[src/rtl/mio_bus_ctrl.sv]
// Memory/IO bus controller between the multi-cycle CPU and RAM/7-seg/LED/switches.
// One access in flight; RAM accesses wait RAM_LAT cycles, all others respond next cycle.
module mio_bus_ctrl #(
    parameter int RAM_LAT = 2,
    parameter int RAM_AW  = 10
) (
    input  logic              clk,
    input  logic              reset,
    input  logic              cpu_req,
    input  logic              cpu_we,
    input  logic [31:0]       cpu_addr,
    input  logic [31:0]       cpu_wdata,
    output logic [31:0]       cpu_rdata,
    output logic              cpu_ready,
    output logic [RAM_AW-1:0] ram_addr,
    output logic              ram_we,
    output logic [31:0]       ram_wdata,
    input  logic [31:0]       ram_rdata,
    input  logic [15:0]       sw_in,
    output logic [31:0]       seg_data,
    output logic [15:0]       led_out,
    output logic              bus_err
);

    typedef enum logic [1:0] {
        IDLE,
        RAM_WAIT,
        RESP
    } state_t;

    typedef enum logic [1:0] {
        T_RAM,
        T_SEG,
        T_LED,
        T_ERR
    } tgt_t;

    localparam logic [3:0] CNT_INIT = 4'(RAM_LAT - 1);

    state_t            state;
    state_t            state_nx;
    tgt_t              tgt;
    logic [3:0]        cnt;
    logic [RAM_AW-1:0] addr_q;
    logic              we_q;
    logic              accept;
    logic              ram_hit;
    logic              seg_hit;
    logic              led_hit;
    logic [RAM_AW-1:0] cpu_idx;

    assign accept  = (state == IDLE) && cpu_req;
    assign cpu_idx = cpu_addr[RAM_AW+1:2];

    assign ram_hit = (cpu_addr[1:0] == 2'b00)
                  && (cpu_addr[31:28] == 4'h0)
                  && ((cpu_addr[27:0] >> (RAM_AW + 2)) == 28'd0);
    assign seg_hit = (cpu_addr == 32'hD000_0000);
    assign led_hit = (cpu_addr == 32'hE000_0000);

    always_comb begin
        tgt = T_ERR;
        unique case (1'b1)
            ram_hit: tgt = T_RAM;
            seg_hit: tgt = T_SEG;
            led_hit: tgt = T_LED;
            default: tgt = T_ERR;
        endcase
    end

    // The synchronous RAM sees the request address at acceptance, so its
    // registered output is already valid when RAM_LAT is 1.
    assign ram_addr  = (accept && reset) ? cpu_idx : addr_q;
    assign cpu_ready = (state == RESP);

    always_ff @(posedge clk or negedge reset) begin
        if (!reset) begin
            state <= IDLE;
        end else begin
            state <= state_nx;
        end
    end

    always_comb begin
        state_nx = state;
        case (state)
            IDLE: begin
                if (cpu_req) begin
                    state_nx = (tgt == T_RAM) ? RAM_WAIT : RESP;
                end
            end
            RAM_WAIT: begin
                if (cnt == 4'd0) begin
                    state_nx = RESP;
                end
            end
            RESP:    state_nx = IDLE;
            default: state_nx = IDLE;
        endcase
    end

    always_ff @(posedge clk or negedge reset) begin
        if (!reset) begin
            cnt       <= 4'd0;
            addr_q    <= '0;
            we_q      <= 1'b0;
            ram_we    <= 1'b0;
            ram_wdata <= 32'd0;
            cpu_rdata <= 32'd0;
            seg_data  <= 32'd0;
            led_out   <= 16'd0;
            bus_err   <= 1'b0;
        end else begin
            ram_we <= 1'b0;
            if (accept) begin
                addr_q    <= cpu_idx;
                we_q      <= cpu_we;
                ram_wdata <= cpu_wdata;
                cnt       <= CNT_INIT;
                unique case (tgt)
                    T_RAM: ram_we <= cpu_we;
                    T_SEG: begin
                        if (cpu_we) seg_data <= cpu_wdata;
                        else        cpu_rdata <= seg_data;
                    end
                    T_LED: begin
                        if (cpu_we) led_out <= cpu_wdata[15:0];
                        else        cpu_rdata <= {sw_in, led_out};
                    end
                    T_ERR: begin
                        bus_err   <= 1'b1;
                        cpu_rdata <= 32'hDEAD_BEEF;
                    end
                endcase
            end else if (state == RAM_WAIT) begin
                if (cnt == 4'd0) begin
                    if (!we_q) cpu_rdata <= ram_rdata;
                end else begin
                    cnt <= cnt - 4'd1;
                end
            end
        end
    end

endmodule

[config.mk]
export PLATFORM = sky130hd
export DESIGN_NAME = mio_bus_ctrl
export DESIGN_NICKNAME = d
export VERILOG_FILES = /design/src/rtl/mio_bus_ctrl.sv
export SDC_FILE = /design/constraint.sdc
export NUM_CORES = 1
export LEC_CHECK = 0
export BUFFER_PORTS_ARGS = -buffer_cell sky130_fd_sc_hd__buf_2
export CAP_MARGIN = 40
export CORE_ASPECT_RATIO = 1.25
export CORE_MARGIN = 3
export CORE_UTILIZATION = 49
export CTS_CLUSTER_SIZE = 25
export DETAILED_ROUTE_END_ITERATION = 16
export GPL_TIMING_DRIVEN = 0
export PLACE_DENSITY = 0.8
export SLEW_MARGIN = 30
export SYNTH_ARGS = -nofsm -noshare
export SYNTH_HDL_FRONTEND = slang
export SYNTH_SLANG_ARGS = --single-unit
[constraint.sdc]
create_clock -name clk -period 3 [get_ports clk]
set_clock_uncertainty 0.1 [all_clocks]
set_input_delay 0.15 -clock clk [delete_from_list [all_inputs] [get_ports clk]]
set_output_delay 0.15 -clock clk [all_outputs]
set_load 0.005 [all_outputs]
Word-level counts from Yosys, hierarchy flattened
Index checks and enable logic that the tools add are counted.
Widths: inputs -> output; s select.
{ "classes": {"add_sub_neg": 1, "eq_ne": 14, "muxes": 18, "n_reduce_logical": 18} }
{ "op_table": {"columns": ["op", "n"], "rows": [
  ["$mux 32", 6],
  ["$pmux 32 s3", 1],
  ["$eq 32x32->1 const B", 2],
  ["$logic_not 28->1", 1],
  ["$mux 4", 3],
  ["$mux 10", 1],
  ["$logic_not 4->1", 2],
  ["$eq 2x2->1 const B", 3],
  ["$logic_not 2->1", 3],
  ["$mux 2", 3],
  ["$ne 2x2->1 const B", 3],
  ["$ne 3x3->1 const B", 2],
  ["$pmux 2 s3", 1],
  ["$reduce_and 2->1", 3],
  ["$reduce_and 3->1", 2],
  ["$reduce_and 6->1", 1],
  ["$eq 2x1->1 const B", 2],
  ["$logic_and 1x1->1", 4],
  ["$ne 4x1->1 const B", 1],
  ["$pmux 2 s2", 1],
  ["$reduce_bool 2->1", 2],
  ["$sub 4x1->4 const B", 1],
  ["$mux 1", 2],
  ["$ne 2x1->1 const B", 1]
]} }
{ "word_totals": {"regBits": 131, "in_bits": 116, "elab_cells": 61} }

Logic depth before layout (Yosys ltp)
Gate-level depths: netlist of the first run.
{ "logic_depth": {"ltp_word": 8, "ltp_mapped": 8, "mapped_depth_nobuf": 7} }

Worst setup path after synthesis of the first run
OpenSTA, ideal clock, no wires.
{ "synth_path": {"kind": "register -> register", "start": "reg state[1]", "end": "reg led_out[10]", "arrival_ps": 1995, "t_required_ps": 2775, "setup_slack_ps": 780, "path_stages_with_launch": 6, "path_buffers": 1, "period_less_slack_ps": 2220, "path_cell_list": "dfrtp_1 -> nor3b_2 -> nand2_1 -> nor4_4 -> buf_8 -> mux2_4"} }
{ "synth_between": {"elab_chain_cells": 3} }
{ "synth_lines": {"columns": ["element", "line", "rtl"], "rows": [
  ["start, declared", "40", "state_t state;"],
  ["start signal, assigned", "80", "state <= state_nx;"],
  ["$logic_not 2->1", "52", "assign accept = (state == IDLE) && cpu_req;"],
  ["$logic_and 1x1->1", "52", null],
  ["$reduce_and 3->1 (no source line)", null, null],
  ["end signal, assigned", "127", "if (cpu_we) led_out <= cpu_wdata[15:0];"],
  ["end, declared", "21", "output logic [15:0] led_out,"]
]} }
No other way between the ends.
A chain may end at the register's enable or synchronous reset.

Final worst setup path of the first run
{ "layout_path": {"start": "in cpu_addr[2]", "end": "reg seg_data[27]"} }
{ "layout_between": {"elab_chain_cells": 4, "word_cells_on_any_way": 5} }
{ "layout_lines": {"columns": ["element", "line", "rtl"], "rows": [
  ["start, declared", "11", "input logic [31:0] cpu_addr,"],
  ["$eq 32x32->1, on equally long branches", "59, 58", null],
  ["$pmux 2 s3 (*)", "63", "unique case (1'b1)"],
  ["$eq 2x1->1 (*)", "120", "unique case (tgt)"],
  ["$reduce_and 3->1 (no source line) (*)", null, null],
  ["end signal, assigned", "123", "if (cpu_we) seg_data <= cpu_wdata;"],
  ["end, declared", "20", "output logic [31:0] seg_data,"]
]} }
Mark *: on every way between the ends. The rest lies on a longest branch, timed or not.

==> results of run 1 <==
[power by group]
group,switching [W],internal [W]
registers,0.0000784,0.00191
clock network,0.000792,0.00161
logic,0.000339,0.000334
[sequential cells by signal, summed over array words and instances, names as in the netlist]
| signal | flops |
|---|---|
| cpu_rdata | 32 |
| ram_wdata | 32 |
| seg_data | 32 |
| led_out | 16 |
| addr_q | 10 |
| cnt | 4 |
| state | 2 |
| bus_err | 1 |
| ram_we | 1 |
| we_q | 1 |
[how the worst max path moves through the flow]
stage                      start      endpoint  depth (start not counted)
finish               cpu_addr[2]  seg_data[27]                          8
global route         cpu_addr[2]  seg_data[15]                          8
CTS                  cpu_addr[2]   led_out[11]                          8
detailed placement  cpu_addr[20]   led_out[10]                          7
global placement           reset   ram_addr[5]                          5
floorplan               state[1]   led_out[10]                          5
[worst max-delay path, stage by stage]
cell,delay [ps]
dlygate4sd3_1,530
buf_2,140
nor4_1,380
nand4_1,300
or2_4,380
nor4_4,540
buf_4,340
mux2_2,370
[metal layers]
| metal | part of all wire [%] | routed length, µm | track usage (%) |
|---|---|---|---|
| met3 | 8.2 | 1680 | 7.71 |
| met2 | 52 | 10600 | 52.2 |
| met4 | 3.1 | 637 | 12.0 |
| met1 | 37 | 7600 | 34.3 |
| met5 | 0 | 0 | 0 |
[through the flow]
| stage | cells | hold WS [ps] | TNS [ps] | total power, W | instance area, µm² |
|---|---|---|---|---|---|
| floorplan | 559 | -246 | 0 | 0.00227 | 6080 |
| global placement | 960 | 256 | -11290 | 0.00259 | 7480 |
| detailed placement | 963 | -0.0974 | -5720 | 0.00263 | 7530 |
| CTS | 1046 | 0.685 | 0 | 0.00507 | 8730 |
| global route | 1045 | 28.2 | 0 | 0.00523 | 8720 |
| finish | 1046 | 13.0 | 0 | 0.00506 | 8720 |
[placed cells by master (no fill, tap or decap), types with 6 or more instances in the layout]
master,instances
a221oi_1,24
mux2_2,69
clkbuf_16,17
nor4_1,6
o22ai_1,25
mux2i_1,9
mux2_4,10
bufinv_16,6
a22o_1,8
dlygate4sd3_1,51
buf_2,250
a222oi_1,8
dfrtp_1,131
clkbuf_1,20
nor2_1,31
inv_1,35
nand2_1,133
[repair_timing]
action,CTS,global route
hold buffers,51,0
endpoints found under the hold margin,163,0
endpoints found under the setup margin,0,20
[cell type report]
class                      count  area, µm²  area share, %
buffer                        33        158           1.81
timing repair buffer         294       1760           20.2
multi-input combinational    359       2510           28.8
clock buffer                  20        457           5.23
tap                          161        201           2.31
inverter                      35        131           1.51
clock inverter                12        226           2.60
sequential                   131       3280           37.6
antenna                        1       2.50         0.0287
[logic make-up (layout without fill, tap and decap cells)]
group	after synthesis	in the layout	synth area share, %
buffers and inverters	69	394	4.81
other	0	1	0
AND/OR/NAND/NOR	196	196	14.6
AO/OA/AOI/OAI	68	68	8.80
multiplexers	91	91	17.3
adder cells (fa/ha/maj)	1	1	0.206
XOR/XNOR	3	3	0.432
flip-flops	131	131	53.9
==> results_dict.tcl, run 1 <==
set metrics [dict create \
    vias 5820 \
    yosysMostFrequentCell "nand2_1" \
    finalSetupViolations 0 \
    htreeDepth 4 \
    yosys.area.top_type "dfrtp_1" \
    portBuffers 240 \
    core_area_um2 11900 \
    peakVddDrop_mv 0.425 \
    yosysUniqueCellTypes 41 \
    grt_usage_pct 29.5 \
    clkTransAtPathRegs_ps 60 \
    post_cts_buffers 0 \
    arrival_ps 3160 \
    min_from "cpu_addr[31]" \
    clock_latency_ps 410 \
    leakage_nw 4.47 \
    period_minus_slack_ps 2960 \
    hp-class "primary input to flip-flop" \
    synth_top_area_share_pct 53.9 \
    ant_nets 0 \
    synth_edf_count 0 \
    grt_overflow 0 \
    r2r_end "led_out[7]" \
    yosys-top-cells-area "dfrtp_1 (54%), mux2_2 (13%), nand2_1 (8.2%)" \
    yosysSeqAreaShare_pct 53.9 \
    placementRows 44 \
    drt_pass1_iterations 6 \
    routedWlPerCell_um 19.7 \
    cts_tree "built" \
    grt_max_degree 78 \
    max_slew.worst_pin.slew_ps 851 \
    antenna_found_initial 0 \
    grt_pass1_vias 6105 \
    hpwl_um 14200 \
    r2r_cells 5 \
    crit_required_ps 3200 \
    fin_util_pct 73.4 \
    place_congestion 0.888 \
    slew_headroom_pct 42.8 \
    cts_resized 0 \
    routed_via_density 5.56 \
    cts_made_buffers 17 \
    power.density_nw_per_um2 580 \
    ios 241 \
    max_freq_mhz 338 \
    cts_sinks 131 \
    synthCells 559 \
    clockBufferDepth 2 \
    yosys-top-cells-count "nand2_1 (133), dfrtp_1 (131), mux2_2 (69), inv_1 (35), nor2_1 (31)" \
    drv_slew 0 \
    fp.dieH_um 131 \
    pre_cts_ws_ps -177 \
    finalCritPeriodShare_pct 98.6 \
    root_buffer "clkbuf_16" \
    synth.avg_cell_area_um2 10.9 \
    area_growth_pct 43.4 \
    crit_path_end_kind "flip-flop" \
    dieArea_um2 13800 \
    startpoint_type "primary input" \
    fin_ws_ps 41.5 \
    cap_violations 0 \
    wl_um 20600 \
    drive_gt1_share_pct 42.6 \
    r2r_start "state[1]" \
    ys.flop_type "dfrtp_1" \
    outcome "completed" \
    drc_errors 0 \
    layout.nets 988 \
    yosys_warnings 0 \
    die_x_um 106 \
    path_class "primary input to flip-flop" \
    start_util_pct 51.1 \
    drt_iter0_markers 365 \
    nFillCells 808 \
    hold_depth 4 \
    grt_first_pass_wirelength_um 31500 \
    ys_ff_latch 131 \
    rsz0062_at_grt "false" \
    synth_area_um2 6080 \
    ys_async_sr_fraction_pct 100 \
    rrSetupSlack_ps 130 \
    hold-path-endpoint "ram_we" \
    synth_fp_nets 676 \
    crit_path_max_fanout 10 \
    hold_viol_final 0 \
]
Note: power is estimated with default switching activity, not from simulation.
==> inputs of run 2 (changes only) <==
--- a/config.mk
+++ b/config.mk
@@ -13,7 +13,7 @@
 export CTS_CLUSTER_SIZE = 25
 export DETAILED_ROUTE_END_ITERATION = 16
 export GPL_TIMING_DRIVEN = 0
-export PLACE_DENSITY = 0.8
+export PLACE_DENSITY = 0.93
 export SLEW_MARGIN = 30
 export SYNTH_ARGS = -nofsm -noshare
 export SYNTH_HDL_FRONTEND = slang
==> run 2 against run 1 <==
Net effect: final cell count is 0.29% higher; sequential power barely moved; combinational power about the same; worst hold slack improved by 6.5 ps; sequential share of layout area about the same; critical path depth stayed put; fmax is essentially flat; critical endpoint is now led_out[10].
==> results_dict.tcl, run 2 (same netlist as run 1, synthesis figures left out) <==
set metrics [dict create \
    max_freq_mhz 338 \
    grt_usage_pct 28.7 \
    drive_gt1_share_pct 42.6 \
    antenna_found_initial 0 \
    grt_use_met3_pct 7.52 \
    core_area_um2 11900 \
    drt_pass1_iterations 5 \
    layout.nets 993 \
    grt_max_degree 91 \
    rsz0062_at_grt "false" \
    fp.dieH_um 131 \
    routed_via_density 5.57 \
    place_congestion 0.882 \
    grt_pass1_vias 5962 \
    grt_overflow 0 \
    hp-class "primary input to flip-flop" \
    clockBufferDepth 2 \
    htreeDepth 4 \
    cts_sinks 131 \
    area_growth_pct 43.5 \
    top_regs "cpu_rdata x32, ram_wdata x32, seg_data x32" \
    power.density_nw_per_um2 560 \
    portBuffers 240 \
    clkTransAtPathRegs_ps 50 \
    final_cell_mix "buf_2 (249), nand2_1 (133), dfrtp_1 (131)" \
    die_x_um 106 \
    worst_path_largest_cell_delay_ps 570 \
    crit_path_max_fanout 10 \
    grt.busiest_layer "met2" \
    crit_required_ps 3180 \
    vias 5838 \
    finalSetupViolations 0 \
    hold_viol_final 0 \
    drv_slew 0 \
    final_area_um2 8730 \
    fin_util_pct 73.4 \
    drc_errors 0 \
    arrival_ps 3140 \
    cts_tree "built" \
    final_common_cell "buf_2" \
    hpwl_um 13700 \
    use_met1_pct 33.2 \
    finalCritPeriodShare_pct 98.6 \
    insertedDiodeCount 0 \
    path_cells "dlygate4sd3_1 > buf_2 > nor4_1 > nand4_1 > or2_4 > nor4_4 > buf_8 > mux2_4" \
    drt_iter0_markers 331 \
    routedWlPerCell_um 19.0 \
    outcome "completed" \
    root_buffer "clkbuf_16" \
    slew_headroom_pct 45.7 \
    ios 241 \
    grt_first_pass_wirelength_um 30600 \
    clock_latency_ps 410 \
    power_w 0.00488 \
    crit_path_end_kind "flip-flop" \
    use_met2_pct 50.1 \
    startpoint_type "primary input" \
    wl_um 20000 \
    start_util_pct 51.1 \
    period_minus_slack_ps 2960 \
    placementRows 44 \
    dieArea_um2 13800 \
    slowest_stage "nor4_4" \
    path_class "primary input to flip-flop" \
    cts_made_buffers 17 \
    ant_nets 0 \
    peakVddDrop_mv 0.385 \
    cap_violations 0 \
    max_slew.worst_pin.slew_ps 808 \
    leakage_nw 4.47 \
    placed_cell_area_um2 7540 \
]
run 2: changes by cell type in the layout (fill, tap and decap cells not counted), sizes merged:
cell | previous run | this run
inv | 36 | 35
clkbuf | 39 | 40
clkinv | 3 | 4
buf | 257 | 259
bufinv | 6 | 5
clkinvlp | 2 | 1
diode | 1 | 0
dlygate4sd3 | 51 | 53
clkdlybuf4s18 | 0 | 1
run 2: final timing paths:
| path | start | end | slack (ps) | depth (start not counted) |
|---|---|---|---|---|
| worst max-delay path | cpu_addr[7] | led_out[10] | 40 | 8 |
| worst min-delay path | ram_rdata[20] | cpu_rdata[20] | 20 | 3 |
| worst max register to register | state[1] | led_out[10] | 270 | 5 |
| worst min register to register | ram_wdata[26] | ram_wdata[26] | 370 | 2 |
| max in group asynchronous | reset | cpu_rdata[20] | 1940 | 3 |
| min in group asynchronous | reset | cpu_rdata[9] | 120 | 2 |
run 2: timing repair:
action | 4_1_cts | 5_1_grt
resized for setup | 0 | 3
setup buffers | 0 | 3
hold endpoints to repair | 229 | 0
endpoints found under the setup margin | 0 | 53
hold buffers | 53 | 0
run 2: per-layer routing:
metal / share of wire [%] / vias to the layer above
met1: 38 / 2882
met4: 3.7 / 0
met3: 6.9 / 59
li1: - / 2591
met2: 51 / 306
met5: 0 / -
run 2: cell type report:
class | instances | area (µm²)
Sequential cell | 131 | 3280
Fill cell | 815 | 3170
Timing Repair Buffer | 299 | 1810
Clock buffer | 21 | 450
Buffer | 33 | 159
Multi-Input combinational cell | 359 | 2520
Inverter | 35 | 131
Clock inverter | 10 | 181
Tap cell | 161 | 201
run 2: stage by stage:
| step | worst slack [ps] | hold slack, ps | std cells | setup TNS, ps |
|---|---|---|---|---|
| after detailed placement | -199 | -39.9 | 963 | -7090 |
| after CTS | 26.7 | 6.65 | 1047 | 0 |
| final | 42.4 | 19.5 | 1049 | 0 |
| after global placement | -876 | 257 | 960 | -21120 |
| after floorplan | 780 | -246 | 559 | 0 |
| after global routing | 14.6 | 33.3 | 1049 | 0 |
run 2: power breakdown:
part | switching (W) | internal, W
Clock | 0.000731 | 0.00149
Combinational | 0.000336 | 0.000335
Sequential | 0.0000804 | 0.00191
Total | 0.00115 | 0.00374
run 2: worst max-delay path: cells and delay by family:
kind,cells,cell delay [ps]
simple gates,4,1710
buf+inv,3,950
mux,1,320
==> inputs of run 3 (changes only) <==
--- a/config.mk
+++ b/config.mk
@@ -13,8 +13,7 @@
 export CTS_CLUSTER_SIZE = 25
 export DETAILED_ROUTE_END_ITERATION = 16
 export GPL_TIMING_DRIVEN = 0
-export PLACE_DENSITY = 0.93
-export SLEW_MARGIN = 30
+export PLACE_DENSITY_LB_ADDON = 0.12
 export SYNTH_ARGS = -nofsm -noshare
 export SYNTH_HDL_FRONTEND = slang
 export SYNTH_SLANG_ARGS = --single-unit
==> run 3 against run 2 <==
Net effect: first-iteration DRC count shrank 9.7%; worst hold slack gained 5.3 ps; critical path depth is the same; combinational power shrank 1%; via count shrank 3.0%.
==> results_dict.tcl, run 3 (same netlist as run 1, synthesis figures left out) <==
set metrics [dict create \
    outcome "completed" \
    clockBufferDepth 2 \
    power.density_nw_per_um2 540 \
    die_x_um 106 \
    htreeDepth 4 \
    routed_via_density 5.40 \
    period_minus_slack_ps 2870 \
    drt_pass1_iterations 5 \
    hpwl_um 13300 \
    final_cell_mix "buf_2 (250), nand2_1 (133), dfrtp_1 (131)" \
    place_congestion 0.853 \
    antenna_found_initial 0 \
    worst_path_largest_cell_delay_ps 670 \
    nFillCells 887 \
    start_util_pct 51.1 \
    layout.nets 992 \
    dieArea_um2 13800 \
    finalCritPeriodShare_pct 95.6 \
    grt_overflow 0 \
    clkTransAtPathRegs_ps 50 \
    crit_buf_inv 3 \
    grt_pass1_vias 5706 \
    cts_sinks 131 \
    drive_gt1_share_pct 42.3 \
    hold_depth 4 \
    startpoint_type "primary input" \
    grt_first_pass_wirelength_um 29500 \
    ios 241 \
    rsz0062_at_grt "false" \
    hold_viol_final 0 \
    post_cts_buffers 0 \
    routedWlPerCell_um 18.1 \
    insertedDiodeCount 0 \
    core_area_um2 11900 \
    power_w 0.00468 \
    clock_latency_ps 420 \
    path_class "primary input to flip-flop" \
    hp-class "primary input to flip-flop" \
    peakVddDrop_mv 0.328 \
    placementRows 44 \
    crit_path_end_kind "flip-flop" \
    drt_iter0_markers 299 \
    max_freq_mhz 349 \
    area_growth_pct 42.5 \
    wl_um 19000 \
    finalSetupViolations 0 \
    fin_util_pct 72.9 \
    arrival_ps 3070 \
    grt_usage_pct 27.8 \
    max_slew.worst_pin.slew_ps 737 \
    vias 5660 \
    critPathTopFamily "simple AND/OR/NAND/NOR gates" \
    drv_slew 0 \
    cap_violations 0 \
    cts_made_buffers 17 \
    grt_max_degree 96 \
    worstSetupPathDepth 8 \
    slowest_stage "nor4_4" \
    crit_required_ps 3200 \
    drc_errors 0 \
    cts_tree "built" \
    top_regs "cpu_rdata x32, ram_wdata x32, seg_data x32" \
    slew_headroom_pct 50.5 \
    portBuffers 240 \
    root_buffer "clkbuf_16" \
    leakage_nw 4.44 \
    ant_nets 0 \
    fp.dieH_um 131 \
    path_cells "dlygate4sd3_1 > buf_2 > nor4_1 > nand4_1 > or2_4 > nor4_4 > buf_8 > mux2_4" \
    crit_path_max_fanout 10 \
    r2r_cells 6 \
    final_common_cell "buf_2" \
]
## run 3: tightest hold or removal path: cells and delay by family
| kind | cells | cell delay, ps |
|---|---|---|
| buffers and inverters | 1 | 110 |
| AND/OR/NAND/NOR | 3 | 240 |
## run 3: cell type report
class / instances / area (µm²) / area share [%]
Clock buffer: 28 / 547 / 6.31
Buffer: 33 / 158 / 1.82
Timing Repair Buffer: 298 / 1800 / 20.7
Inverter: 35 / 131 / 1.52
Tap cell: 161 / 201 / 2.32
Sequential cell: 131 / 3280 / 37.8
Multi-Input combinational cell: 359 / 2520 / 29.0
Clock inverter: 3 / 40.0 / 0.462
## run 3: report_power, final
group	leakage (nW)	internal (W)	switching, W
Clock	0.293	0.00131	0.000719
Sequential	1.66	0.00191	0.0000782
Combinational	2.49	0.000336	0.000326
## run 3: metal layers
layer  global-route usage [%]  vias to the layer above  share of wire (%)  routed length [µm]
met2                     46.3                      276                 50                9430
met3                     8.45                       55                8.2                1570
met5                        0                        -                  0                   0
met1                     33.7                     2738                 39                7430
li1                         -                     2591                  -                   -
met4                     12.2                        0                3.1                 583
## run 3: per-stage QoR
stage,instance area (µm²),instances,hold WS (ps),setup TNS (ps),setup WS (ps)
2_1_floorplan,6080,559,-246,0,780
3_3_place_gp,7480,960,255,-32910,-915
3_5_place_dp,7540,964,-24.8,0,39.1
4_1_cts,8670,1049,5.31,0,25.8
5_1_grt,8670,1048,41.8,0,24.9
6_report,8670,1048,24.8,0,132
## run 3: repair_timing
action,CTS,global route
setup endpoints to repair,0,42
resized for setup,0,1
hold buffers,54,0
hold endpoints to repair,231,0
## run 3: worst paths after layout
| path | startpoint | end | slack, ps |
|---|---|---|---|
| max in group asynchronous | reset | ram_wdata[15] | 1900 |
| min in group asynchronous | reset | led_out[6] | 110 |
| hold reg to reg | ram_wdata[29] | ram_wdata[29] | 370 |
| setup reg to reg | state[1] | cpu_rdata[11] | 230 |
| setup / recovery | cpu_addr[4] | led_out[14] | 130 |
| hold / removal | cpu_addr[31] | ram_we | 20 |
